**config.mk**
```make
export PLATFORM = sky130hd
export DESIGN_NAME = register_file
export DESIGN_NICKNAME = d
export VERILOG_FILES = /design/src/rtl/register_file.sv
export SDC_FILE = /design/constraint.sdc
export NUM_CORES = 2
export LEC_CHECK = 0
export CORE_ASPECT_RATIO = 1.2
export CORE_MARGIN = 2
export CORE_UTILIZATION = 49
export DETAILED_ROUTE_END_ITERATION = 10
export GPL_TIMING_DRIVEN = 0
export PLACE_DENSITY = 0.71
export SYNTH_ARGS = -nofsm -noshare
export SYNTH_HDL_FRONTEND = slang
export SYNTH_SLANG_ARGS = --single-unit
```
**constraint.sdc**
```tcl
create_clock -name clock -period 76.3 [get_ports clock]
set_input_delay 11.445 -clock clock [delete_from_list [all_inputs] [get_ports clock]]
set_output_delay 11.445 -clock clock [all_outputs]
set_load 0.01 [all_outputs]
```
**src/rtl/register_file.sv**
```systemverilog
// 32 x 32 MIPS register file: two combinational read ports, one write port, $0 tied to zero,
// plus a ready/valid dump engine. Define REGISTER_FILE_WRITE_BYPASS_EN for same-cycle write forwarding.
module register_file #(
  parameter int DATA_WIDTH = 32,
  parameter int ADDR_WIDTH = 6,
  parameter int NUM_REGS   = 32
) (
  input  logic                  clock,
  input  logic                  reset,
  input  logic [ADDR_WIDTH-1:0] register_file_read_address_1,
  input  logic [ADDR_WIDTH-1:0] register_file_read_address_2,
  output logic [DATA_WIDTH-1:0] register_file_read_value_1,
  output logic [DATA_WIDTH-1:0] register_file_read_value_2,
  input  logic [ADDR_WIDTH-1:0] register_file_write_address,
  input  logic [DATA_WIDTH-1:0] register_file_write_value,
  input  logic                  register_file_write_enable,
  input  logic                  dump_start,
  input  logic                  dump_ready,
  output logic                  dump_valid,
  output logic [4:0]            dump_index,
  output logic [DATA_WIDTH-1:0] dump_value,
  output logic                  dump_done,
  output logic                  dump_busy
);

  localparam int         REG_INDEX_WIDTH = $clog2(NUM_REGS);
  localparam logic [4:0] LAST_INDEX      = 5'(NUM_REGS - 1);
  localparam int         NUM_PORTS       = 3;

  typedef enum logic [1:0] {
    IDLE,
    STREAM,
    DONE
  } dump_state_t;

  dump_state_t dump_state;

  logic [DATA_WIDTH-1:0] regs [NUM_REGS];

  logic [ADDR_WIDTH-1:0] port_addr [NUM_PORTS];
  logic [DATA_WIDTH-1:0] port_data [NUM_PORTS];

  // Register 0 and anything at or beyond NUM_REGS are not backed by storage.
  function automatic logic in_range(input logic [ADDR_WIDTH-1:0] addr);
    return (addr != '0) && (int'(addr) < NUM_REGS);
  endfunction

  // ---------------------------------------------------------------------------
  // Storage
  // ---------------------------------------------------------------------------
  always_ff @(posedge clock or posedge reset) begin
    if (reset) begin
      // NOTE: the whole array is reset because software expects every register
      // to read 0 after reset; this rules out mapping the array onto a RAM macro.
      for (int i = 0; i < NUM_REGS; i++) begin
        regs[i] <= '0;
      end
    end else if (register_file_write_enable && in_range(register_file_write_address)) begin
      // NOTE: sequential state is always updated with <= so every flop samples
      // pre-edge values regardless of block ordering.
      regs[register_file_write_address[REG_INDEX_WIDTH-1:0]] <= register_file_write_value;
    end
  end

  // ---------------------------------------------------------------------------
  // Read ports: two processor ports plus the dump port share one lookup.
  // ---------------------------------------------------------------------------
  assign port_addr[0] = register_file_read_address_1;
  assign port_addr[1] = register_file_read_address_2;
  assign port_addr[2] = ADDR_WIDTH'(dump_index);

  always_comb begin
    for (int p = 0; p < NUM_PORTS; p++) begin
      // NOTE: defaulting every output first keeps this block free of latches
      // on the out-of-range paths.
      port_data[p] = '0;
      if (in_range(port_addr[p])) begin
        port_data[p] = regs[port_addr[p][REG_INDEX_WIDTH-1:0]];
`ifdef REGISTER_FILE_WRITE_BYPASS_EN
        if (register_file_write_enable && (register_file_write_address == port_addr[p])) begin
          port_data[p] = register_file_write_value;
        end
`endif
      end
    end
  end

  assign register_file_read_value_1 = port_data[0];
  assign register_file_read_value_2 = port_data[1];
  assign dump_value                 = port_data[2];

  // ---------------------------------------------------------------------------
  // Dump engine: one beat per register, held under backpressure.
  // ---------------------------------------------------------------------------
  always_ff @(posedge clock or posedge reset) begin
    if (reset) begin
      dump_state <= IDLE;
      dump_valid <= 1'b0;
      dump_index <= '0;
      dump_done  <= 1'b0;
      dump_busy  <= 1'b0;
    end else begin
      case (dump_state)
        IDLE: begin
          dump_done <= 1'b0;
          if (dump_start) begin
            dump_state <= STREAM;
            dump_valid <= 1'b1;
            dump_index <= '0;
            dump_busy  <= 1'b1;
          end
        end
        STREAM: begin
          if (dump_ready) begin
            if (dump_index == LAST_INDEX) begin
              dump_state <= DONE;
              dump_valid <= 1'b0;
              dump_index <= '0;
              dump_done  <= 1'b1;
            end else begin
              dump_index <= dump_index + 5'd1;
            end
          end
        end
        DONE: begin
          // A start request seen here is dropped; it must be re-issued in IDLE.
          dump_state <= IDLE;
          dump_done  <= 1'b0;
          dump_busy  <= 1'b0;
        end
        default: begin
          dump_state <= IDLE;
          dump_valid <= 1'b0;
          dump_index <= '0;
          dump_done  <= 1'b0;
          dump_busy  <= 1'b0;
        end
      endcase
    end
  end

endmodule

```
==> flow_summary.toml <==
[power]
p_sw_mw = 0.837
peakVddDrop_v = 0.0000236
total_leakage_power_nw = 30.5
seqPwrFrac_pct = 32.2
clock_power_share_pct = 29.4
switching_share_pct = 38.6
p_int_mw = 1.33
fin_total_pwr_mw = 2.17
p_per_area_nw_per_um2 = 30.5
comb_power_share_pct = 38.5

[floorplanning]
die_h_um = 396
design.core.area_um2 = 127000
pin_count = 159
start_util_pct = 49.5
num_rows = 143
die-area_um2 = 131000
fp.dieW_um = 331

[synth]
synth_top_area_share_pct = 41.2
synth_enable_flop_cells = 0
yosysWarnings = 0
synth_commonest_cells = "dfrtp_1 (1,034), mux2_2 (1,023), mux4_2 (584), mux2i_1 (308), clkbuf_1 (276)"
avgSynthCellArea_um2 = 14.5
syn_nets = 4403
synth_seq_cells = 1034
async_reset_ff_share_pct = 100
ys_types = 55
yosysMostFrequentCell = "dfrtp_1"
syn-cell-area_um2 = 62800
ys_seq_area_share_pct = 41.2
ys_top_cells_by_area = "dfrtp_1 (41%), mux4_2 (21%), mux2_2 (18%)"
synth_largest_area_cell = "dfrtp_1"
ys.flop_type = "dfrtp_1"
synth_cells = 4345

[finish]
drive_gt1_share_pct = 44.3
fillers = 10413
final_core_util_pct = 56.0
layout.nets = 4698
syn_to_final_growth_pct = 13.2

[cts]
worstSkewPairLatency_ps = 760
cts_tree = "built"
clock-sinks = 1034
cts-root-buf = "clkbuf_16"
cts_resized = 0
clkTransAtPathRegs_ps = 70
post_cts_buffers = 0
cts-buffers-inserted = 112
cts_htree_levels = 3
hold_buffers = 0
clk_path_buf_depth = 3

[timing]
period_needed_ps = 28110
fmax_mhz = 35.6
worst_slew_pin_slew_ps = 1690
slew_headroom_pct = -15.7
finalSetupViolCount = 0
holdWs_ps = 506
rsz0062_at_grt = "no"
fin_crit_sh_pct = 36.8
clock_skew_ps = 15.6
hold_viol = 0
drv_slew = 92
setup_tns_ps = 0

[critical_path]
worstPathMaxFanout = 10
worstPathArrival_ps = 16660
cp.required_ps = 64860
reg2reg_setup_slack_ps = 72930
startpoint_type = "input pin"
end_kind = "primary output"
worstSetupPathType = "input pin to primary output"

[global_routing]
grt_pass1_wl_mm = 404
grt_usage_pct = 46.1
grt_pass1_vias = 47502
grt_max_degree = 117
gr-total-overflow = 0
antenna_found_initial = 30

[outcome]
outcome = "finished, violations left"
violations = "max-capacitance violations, max-slew violations"

[drt]
drtIter0Drc = 8618
postRouteAntennaNets = 0
routed_wl_mm = 303
drc = 0
first_pass_iters = 9
vias = 49951
wl_per_cell_um = 47.3
via_per_inst = 7.79

[place]
dp_hpwl_mm = 222
gp_congestion = 1.08
port_buffers = 150

[hold_path]
hp-class = "flop to flop"

[flow_run]
drv_cap = 13
flip-flops by register name (all words and copies together), names as in the netlist:
register    count
dump_busy       1
dump_done       1
dump_index      5
dump_valid      1
regs         1024
dump_state      2
placed cells by master (no fill, tap or decap), types with 48 or more instances in the layout:
master	n
buf_2	111
o221ai_1	91
a22oi_1	104
clkbuf_1	281
a21oi_1	70
mux2i_1	308
mux2_2	1023
a211oi_1	59
a22o_1	92
clkbuf_16	115
dfrtp_1	1034
clkdlybuf4s50_1	150
buf_6	48
mux4_2	584
nand2_1	57
buf_1	53
o22ai_1	63
path summary, 6_finish.rpt:
path / from / to / cells past startpoint
worst min register to register: regs[995]$_DFFE_PP0P_ / regs[995]$_DFFE_PP0P_ / 1
max in group asynchronous: reset / regs[170]$_DFFE_PP0P_ / 5
worst max register to register: dump_index[1]$_DFFE_PP0P_ / dump_index[1]$_DFFE_PP0P_ / 7
min in group asynchronous: reset / regs[376]$_DFFE_PP0P_ / 2
worst max-delay path: register_file_read_address_2[3] / register_file_read_value_2[31] / 9
worst min-delay path: regs[995]$_DFFE_PP0P_ / regs[995]$_DFFE_PP0P_ / 1
stage by stage:
stage / instances / setup slack [ps] / instance area, um^2
floorplan: 4345 / 35760 / 62800
CTS: 6394 / 48590 / 71000
global route: 6400 / 48440 / 71100
global placement: 6162 / 23540 / 66400
finish: 6412 / 48190 / 71100
detailed placement: 6187 / 48590 / 66800
worst max-delay path, stage by stage:
cell and delay, ps:
clkdlybuf4s50_1 640, clkbuf_2 350, nor2b_1 160, buf_2 220
buf_2 700, clkbuf_1 940, a22oi_1 390, a211oi_1 1040
clkdlybuf4s50_1 720
metal layers:
layer / vias up / track usage, % / part of all wire [%]
li1: 18003 / - / -
met1: 25785 / 56.4 / 34
met2: 4710 / 64.1 / 42
met3: 1437 / 16.9 / 14
met4: 16 / 39.6 / 11
met5: - / 0 / 0.038
power by group through the flow:
| stage | clock network (mW) | logic (mW) | registers (mW) |
|---|---|---|---|
| after CTS | 0.634 | 0.787 | 0.692 |
| final | 0.637 | 0.835 | 0.698 |
| after global routing | 0.655 | 0.826 | 0.705 |
| after detailed placement | 0 | 0.784 | 0.702 |
| after global placement | 0 | 0.774 | 0.698 |
| after floorplan | 0 | 0.447 | 0.678 |
cell type report:
cell class	instances	area (um^2)	share of cell area, %
Tap cell	1667	2090	2.93
Sequential cell	1034	25900	36.4
Buffer	531	2700	3.80
Antenna cell	12	30.0	0.0422
Clock buffer	140	3080	4.33
Inverter	8	37.5	0.0528
Multi-Input combinational cell	2772	34200	48.2
Timing Repair Buffer	181	1930	2.72
Clock inverter	67	1110	1.57
cell families (layout without fill, tap and decap cells):
logic type                 after synthesis  after routing  share of synthesized area [%]
muxes                                 1945           1945                           44.8
DFF                                   1034           1034                           41.2
AOI/OAI and AO/OA                      615            615                           7.85
buffers and inverters                  539            927                           4.32
and+or+nand+nor                        207            207                           1.71
adders and majority gates                3              3                         0.0598
xor gates and xnor gates                 2              2                         0.0279
other                                    0             12                              0
Note: power is estimated with default switching activity, not from simulation.
